[config.mk]
export PLATFORM = sky130hd
export DESIGN_NAME = bram_fifo_ctrl_18k
export DESIGN_NICKNAME = d
export VERILOG_FILES = /design/src/rtl/bram_fifo_pkg.sv /design/src/rtl/bram_fifo_prefetch.sv /design/src/rtl/bram_fifo_ctrl_18k.sv
export SDC_FILE = /design/constraint.sdc
export NUM_CORES = 1
export LEC_CHECK = 0
export ABC_AREA = 1
export BUFFER_PORTS_ARGS = -buffer_cell sky130_fd_sc_hd__buf_2
export CORE_MARGIN = 3
export CORE_UTILIZATION = 54
export DETAILED_ROUTE_END_ITERATION = 10
export GPL_TIMING_DRIVEN = 0
export PLACE_DENSITY = 0.87
export SLEW_MARGIN = 10
export SYNTH_ARGS = -nofsm -noshare
export SYNTH_HDL_FRONTEND = slang
export SYNTH_HIERARCHICAL = 1
export SYNTH_SLANG_ARGS = --single-unit
[constraint.sdc]
create_clock -name clock0 -period 3.6 [get_ports clock0]
set_input_delay 0.54 -clock clock0 [delete_from_list [all_inputs] [get_ports clock0]]
set_output_delay 0.54 -clock clock0 [all_outputs]
set_load 0.01 [all_outputs]
[src/rtl/bram_fifo_pkg.sv]
// Shared constants for the 18K block-RAM FWFT FIFO controller:
// supported width/depth pairs, depth derivation and prefetch buffer size.
package bram_fifo_pkg;

    // Supported aspect ratios of one 18K half
    localparam int W9_DATA_WIDTH  = 9;
    localparam int W9_ADDR_WIDTH  = 11;
    localparam int W9_DEPTH       = 2048;
    localparam int W18_DATA_WIDTH = 18;
    localparam int W18_ADDR_WIDTH = 10;
    localparam int W18_DEPTH      = 1024;

    // Output-side head + skid entries that hide the RAM read latency
    localparam int PREFETCH_DEPTH = 2;

    // RAM depth follows directly from the address width
    function automatic int fifo_depth(input int addr_width);
        return 1 << addr_width;
    endfunction

    // True for the two width/depth pairs the primitive supports
    function automatic bit width_ok(input int data_width, input int addr_width);
        return ((data_width == W9_DATA_WIDTH)  && (addr_width == W9_ADDR_WIDTH)) ||
               ((data_width == W18_DATA_WIDTH) && (addr_width == W18_ADDR_WIDTH));
    endfunction

endpackage

[src/rtl/bram_fifo_prefetch.sv]
// Two-entry head/skid output buffer. Captures RAM read data the cycle after
// a read is issued and presents the head word as a registered stream.
module bram_fifo_prefetch
    import bram_fifo_pkg::*;
#(
    parameter int DATA_WIDTH = 18
) (
    input  logic                  clk,
    input  logic                  rst_n,
    input  logic                  flush,
    input  logic                  issue,
    input  logic                  pop_ready,
    input  logic [DATA_WIDTH-1:0] rdata,
    output logic                  pop_valid,
    output logic [DATA_WIDTH-1:0] pop_data,
    output logic [1:0]            buf_cnt,
    output logic                  inflight
);

    logic [DATA_WIDTH-1:0] head;
    logic [DATA_WIDTH-1:0] skid;
    logic [1:0]            cnt;
    logic                  pop_fire;

    assign pop_fire  = (cnt != 2'd0) & pop_ready;
    assign pop_valid = (cnt != 2'd0);
    assign pop_data  = head;
    assign buf_cnt   = cnt;

    // A read issued this cycle returns data next cycle; flush drops it
    always_ff @(posedge clk or negedge rst_n) begin
        if (!rst_n)     inflight <= 1'b0;
        else if (flush) inflight <= 1'b0;
        else            inflight <= issue;
    end

    // Returning data fills head first, then skid; a pop shifts skid into head
    always_ff @(posedge clk or negedge rst_n) begin
        if (!rst_n) begin
            head <= '0;
            skid <= '0;
            cnt  <= 2'd0;
        end else if (flush) begin
            head <= '0;
            skid <= '0;
            cnt  <= 2'd0;
        end else begin
            case ({inflight, pop_fire})
                2'b10: begin
                    if (cnt == 2'd0) head <= rdata;
                    else             skid <= rdata;
                    cnt <= cnt + 2'd1;
                end
                2'b01: begin
                    head <= skid;
                    cnt  <= cnt - 2'd1;
                end
                2'b11: begin
                    if (cnt == 2'd1) begin
                        head <= rdata;
                    end else begin
                        head <= skid;
                        skid <= rdata;
                    end
                end
                default: ;
            endcase
        end
    end

endmodule

[src/rtl/bram_fifo_ctrl_18k.sv]
// First-word-fall-through FIFO controller for one half of a dual 18K BRAM.
// Owns write/read pointers, RAM occupancy and level flags; the prefetch
// sub-module hides the one-cycle RAM read latency.
// Optional: define BRAM_FIFO_CTRL_ERR_EN for a sticky overflow/underflow flag.
module bram_fifo_ctrl_18k
    import bram_fifo_pkg::*;
#(
    parameter int DATA_WIDTH = 18,
    parameter int ADDR_WIDTH = 10,
    parameter int AF_LEVEL   = 1020,
    parameter int AE_LEVEL   = 2
) (
    input  logic                  clock0,
    input  logic                  RESET_ni,
    input  logic                  FLUSH_i,
    input  logic                  PUSH_VALID_i,
    output logic                  PUSH_READY_o,
    input  logic [DATA_WIDTH-1:0] PUSH_DATA_i,
    output logic                  POP_VALID_o,
    input  logic                  POP_READY_i,
    output logic [DATA_WIDTH-1:0] POP_DATA_o,
    output logic [ADDR_WIDTH+1:0] COUNT_o,
    output logic                  ALMOST_FULL_o,
    output logic                  ALMOST_EMPTY_o,
    output logic                  ERR_o,
    output logic                  WEN_o,
    output logic                  REN_o,
    output logic [ADDR_WIDTH-1:0] WR_ADDR_o,
    output logic [ADDR_WIDTH-1:0] RD_ADDR_o,
    output logic [DATA_WIDTH-1:0] WDATA_o,
    input  logic [DATA_WIDTH-1:0] RDATA_i
);

    localparam int              CW      = ADDR_WIDTH + 1;
    localparam logic [CW-1:0]   DEPTH_C = CW'(fifo_depth(ADDR_WIDTH));
    localparam logic [CW-1:0]   AF_C    = CW'(AF_LEVEL);
    localparam logic [CW:0]     AE_C    = (CW + 1)'(AE_LEVEL);
    localparam logic [2:0]      PF_C    = 3'(PREFETCH_DEPTH);

    logic [ADDR_WIDTH-1:0] wptr;
    logic [ADDR_WIDTH-1:0] rptr;
    logic [CW-1:0]         mem_cnt;
    logic                  full;
    logic                  push_fire;
    logic                  pop_fire;
    logic                  issue;
    logic                  inflight;
    logic [1:0]            buf_cnt;
    logic [2:0]            occ;

    assign full      = (mem_cnt == DEPTH_C);
    assign push_fire = PUSH_VALID_i & ~full & ~FLUSH_i;
    assign pop_fire  = POP_VALID_o & POP_READY_i;
    assign occ       = {1'b0, buf_cnt} + {2'b00, inflight};
    // Issue only if the returning word is guaranteed a buffer slot
    assign issue     = (mem_cnt != '0) & ~FLUSH_i & (occ < (PF_C + {2'b00, pop_fire}));

    assign PUSH_READY_o   = ~full;
    assign WEN_o          = push_fire;
    assign WR_ADDR_o      = wptr;
    assign WDATA_o        = PUSH_DATA_i;
    assign REN_o          = issue;
    assign RD_ADDR_o      = rptr;
    assign COUNT_o        = {1'b0, mem_cnt} + {{CW{1'b0}}, inflight} + {{ADDR_WIDTH{1'b0}}, buf_cnt};
    assign ALMOST_FULL_o  = (mem_cnt >= AF_C);
    assign ALMOST_EMPTY_o = (COUNT_o <= AE_C);

    // Pointers wrap naturally at 2^ADDR_WIDTH; occupancy tracks RAM words not yet read
    always_ff @(posedge clock0 or negedge RESET_ni) begin
        if (!RESET_ni) begin
            wptr    <= '0;
            rptr    <= '0;
            mem_cnt <= '0;
        end else if (FLUSH_i) begin
            wptr    <= '0;
            rptr    <= '0;
            mem_cnt <= '0;
        end else begin
            if (push_fire) wptr <= wptr + 1'b1;
            if (issue)     rptr <= rptr + 1'b1;
            mem_cnt <= mem_cnt + {{ADDR_WIDTH{1'b0}}, push_fire} - {{ADDR_WIDTH{1'b0}}, issue};
        end
    end

    bram_fifo_prefetch #(
        .DATA_WIDTH (DATA_WIDTH)
    ) u_prefetch (
        .clk       (clock0),
        .rst_n     (RESET_ni),
        .flush     (FLUSH_i),
        .issue     (issue),
        .pop_ready (POP_READY_i),
        .rdata     (RDATA_i),
        .pop_valid (POP_VALID_o),
        .pop_data  (POP_DATA_o),
        .buf_cnt   (buf_cnt),
        .inflight  (inflight)
    );

`ifdef BRAM_FIFO_CTRL_ERR_EN
    logic err;

    // Sticky: push while full or pop request while empty; only flush/reset clear it
    always_ff @(posedge clock0 or negedge RESET_ni) begin
        if (!RESET_ni)
            err <= 1'b0;
        else if (FLUSH_i)
            err <= 1'b0;
        else if ((PUSH_VALID_i & full) | (POP_READY_i & ~POP_VALID_o))
            err <= 1'b1;
    end

    assign ERR_o = err;
`else
    assign ERR_o = 1'b0;
`endif

endmodule

==> flow_summary.yaml <==
status:
  status: "finished clean"
yosys:
  netlist.area_leader.share_pct: 35.17
  syn_nets: 802
  synth_top_family_by_area: "simple AND/OR/NAND/NOR gates"
  syn_area_per_cell_um2: 6.861
  synth_xor_xnor_area_share_pct: 1.407
  synth-compound-area-share_pct: 3.969
  synthCells: 726
  yosys.cell_types.count: 35
  synth_fa_ha_area_share_pct: 9.244
  synth_seq_area_share_pct: 35.17
  yosysTopAreaCell: "dfrtp_1"
  synth_warnings: 6
  syn_area_um2: 4981
  synthSimpleGateAreaFrac_pct: 39.61
  synth_mux_area_share_pct: 0
  yosys_register_bits: 70
  ys_top_cells_by_area: "dfrtp_1, nand2_1, nand3_1"
power:
  power_density_nw_per_um2: 628.0
  vdd_drop_max_mv: 0.3087
  pwr-share-seq_pct: 29.5
  switching_share_pct: 43.65
  clkPwrFrac_pct: 21.1
  power_frac_comb_pct: 49.4
  p_sw_mw: 1.613
  power.internal_mw: 2.082
  p_leak_nw: 3.425
timing:
  rsz0062_at_grt: "false"
  fmax_mhz: 310.6
  fin_skew_ps: 10.06
  finalCriticalPeriod_ps: 3220
  hold_violations: 0
  min_period_over_period_pct: 89.44
  finalSetupTns_ps: 0
  fin_hold_ws_ps: 415.3
  maxSlewViolCount: 0
  setup_viol: 0
die:
  core-area_um2: 8848
  die_h_um: 102.0
  initial_core_util_pct: 56.29
  die-area_um2: 10410
  num_rows: 34
  io_pins: 116
  die_width_um: 102.0
cts:
  clock_sinks: 70
  cts_resized: 0
  cts.reportedPaths.clkPinSlew_ps: 80
  cts_made_buffers: 9
  h-tree-depth: 3
  post-cts-setup-buffers: 0
  cts.path.max_buffers: 2
  root_buffer: "clkbuf_8"
  clk_latency_ps: 340
  ctsHoldBuffers: 1
  cts_tree: "built"
routing:
  vias: 4832
  drc: 0
  viasPerCell: 5.097
  drt-pass1-iter-count: 5
  postRouteAntennaNets: 0
  wl_um: 11570
  drt-initial-drc-count: 255
  wl_per_cell_um: 12.20
placement:
  dp.cells: 931
  gp_congestion: 0.8700
  dpl_cell_area_um2: 5627
  numPortBuffers: 96
  hpwlAfterDp_um: 8658
layout:
  final_util_pct: 66.50
  syn2layout_area_growth_pct: 18.14
  post-route-cell-area_um2: 5884
  final_cell_mix: "nand2_1, buf_2, nand3_1, dfrtp_1, inv_1"
  fin_cells: 948
  fill_cells: 825
  diodes: 0
  layout-drive-gt1-share_pct: 19.29
  fin_nets: 911
  layout_commonest_cell: "nand2_1"
grt:
  grt_overflow: 0
  antenna_found_initial: 0
  grt_pass1_vias: 4358
  grt_max_degree: 64
  gr-usage-all-layers_pct: 23.03
  grt_pass1_wl_um: 19530
setup_path:
  cp_top_family: "adder cells"
  cp-end-kind: "register"
  start_kind: "register"
  crit_chain: "inv_1, ha_1, inv_1, nor2_1, nand4_1, nand2_2, clkinv_2, ha_1, inv_1, ha_1, inv_1, fa_1, inv_1, nand2_1, nand2_1, nand3_1, nand2_1, nand2_1, a21oi_1, nor2_1"
  arrival_ps: 3450
  crit_fanout: 10
  cp_slowest_cell: "dfrtp_1"
  worstPathRequired_ps: 3830
  critical_path_class: "reg -> reg"
  worstPathBufferInverterCount: 6
  cp_common_cell: "inv_1"
  slowest_delay_ps: 460
  r2r_setup_slack_ps: 380
min_path:
  worstHoldPathType: "in -> reg"
flow_run:
  drv_cap: 0
==> power by group through the flow <==
stage / sequential [mW] / combinational [mW] / clock [mW]
floorplan: 1.10 / 1.31 / 0
global placement: 1.10 / 1.77 / 0
detailed placement: 1.10 / 1.82 / 0
CTS: 1.09 / 1.83 / 0.800
global route: 1.11 / 2.12 / 0.832
finish: 1.09 / 1.83 / 0.780
==> cell families after synthesis <==
logic type               after synthesis
AND/OR/NAND/NOR                      466
buffers and inverters                111
flip-flops                            70
AO/OA/AOI/OAI                         35
adder cells (fa/ha/maj)               35
XOR/XNOR                               8
other                                  1
==> Yosys cell counts (all sizes together) <==
library cell / number
xor2: 5
o21a: 1
o31ai: 1
or2: 1
ha: 32
a21oi: 15
nor2: 62
nand2: 295
nand4: 10
a21o: 1
nand3: 93
clkbuf: 7
o21ai: 14
xnor2: 3
clkinv: 2
nand3b: 2
dfrtp: 70
inv: 71
nor3b: 1
buf: 31
fa: 3
nor3: 2
conb: 1
o21bai: 3
==> layout make-up <==
type	count	area [um2]	area share (%)
repair buffers	98	520.5	8.845
well taps	108	135.1	2.296
multi-input cells	545	2705	45.97
inverters	73	275.3	4.678
clock inverters	5	106.4	1.807
flip-flops and latches	70	1752	29.77
plain buffers	38	249.0	4.231
clock buffers	11	141.4	2.403
==> routing by layer <==
layer	vias up	GRT usage, %	wire length (um)
li1	2479	-	-
met1	2148	31.68	5340
met2	189	36.83	5160
met3	16	3.276	857
met4	0	8.981	209
met5	-	0	0
==> through the flow <==
| stage | setup slack, ps | power (mW) |
|---|---|---|
| after global routing | 46.26 | 4.064 |
| after detailed placement | 402.1 | 2.921 |
| after CTS | 373.7 | 3.720 |
| final | 380.2 | 3.695 |
| after global placement | 433.1 | 2.862 |
| after floorplan | 787.2 | 2.401 |
==> registers in the layout, summed over array words and instances (netlist names) <==
register / cells
RD_ADDR_o: 10
WR_ADDR_o: 10
mem_cnt: 11
u_prefetch/buf_cnt: 2
u_prefetch/inflight: 1
u_prefetch/pop_data: 18
u_prefetch/skid: 18
==> final timing paths <==
check                                               startpoint                                  end  cells after the start
min reg2reg                u_prefetch/pop_data[12]$_DFFE_PN0P_  u_prefetch/pop_data[12]$_DFFE_PN0P_                      2
min in group asynchronous                             RESET_ni  u_prefetch/pop_data[17]$_DFFE_PN0P_                      2
min                                                RDATA_i[17]      u_prefetch/skid[17]$_DFFE_PN0P_                      3
max in group asynchronous                             RESET_ni             RD_ADDR_o[9]$_DFFE_PN0P_                      3
max reg2reg                               mem_cnt[7]$_DFF_PN0_                mem_cnt[10]$_DFF_PN0_                     20
max                                       mem_cnt[7]$_DFF_PN0_                mem_cnt[10]$_DFF_PN0_                     20
==> worst register-to-register path: cells and delay by family, from the launching register on <==
kind | cells | cell delay (ps)
flip-flops | 1 | 460
adder cells (fa/ha/maj) | 4 | 1040
AND/OR/NAND/NOR | 9 | 910
AO/OA/AOI/OAI | 1 | 130
buffers and inverters | 6 | 590
Note: power is estimated with default switching activity, not from simulation.
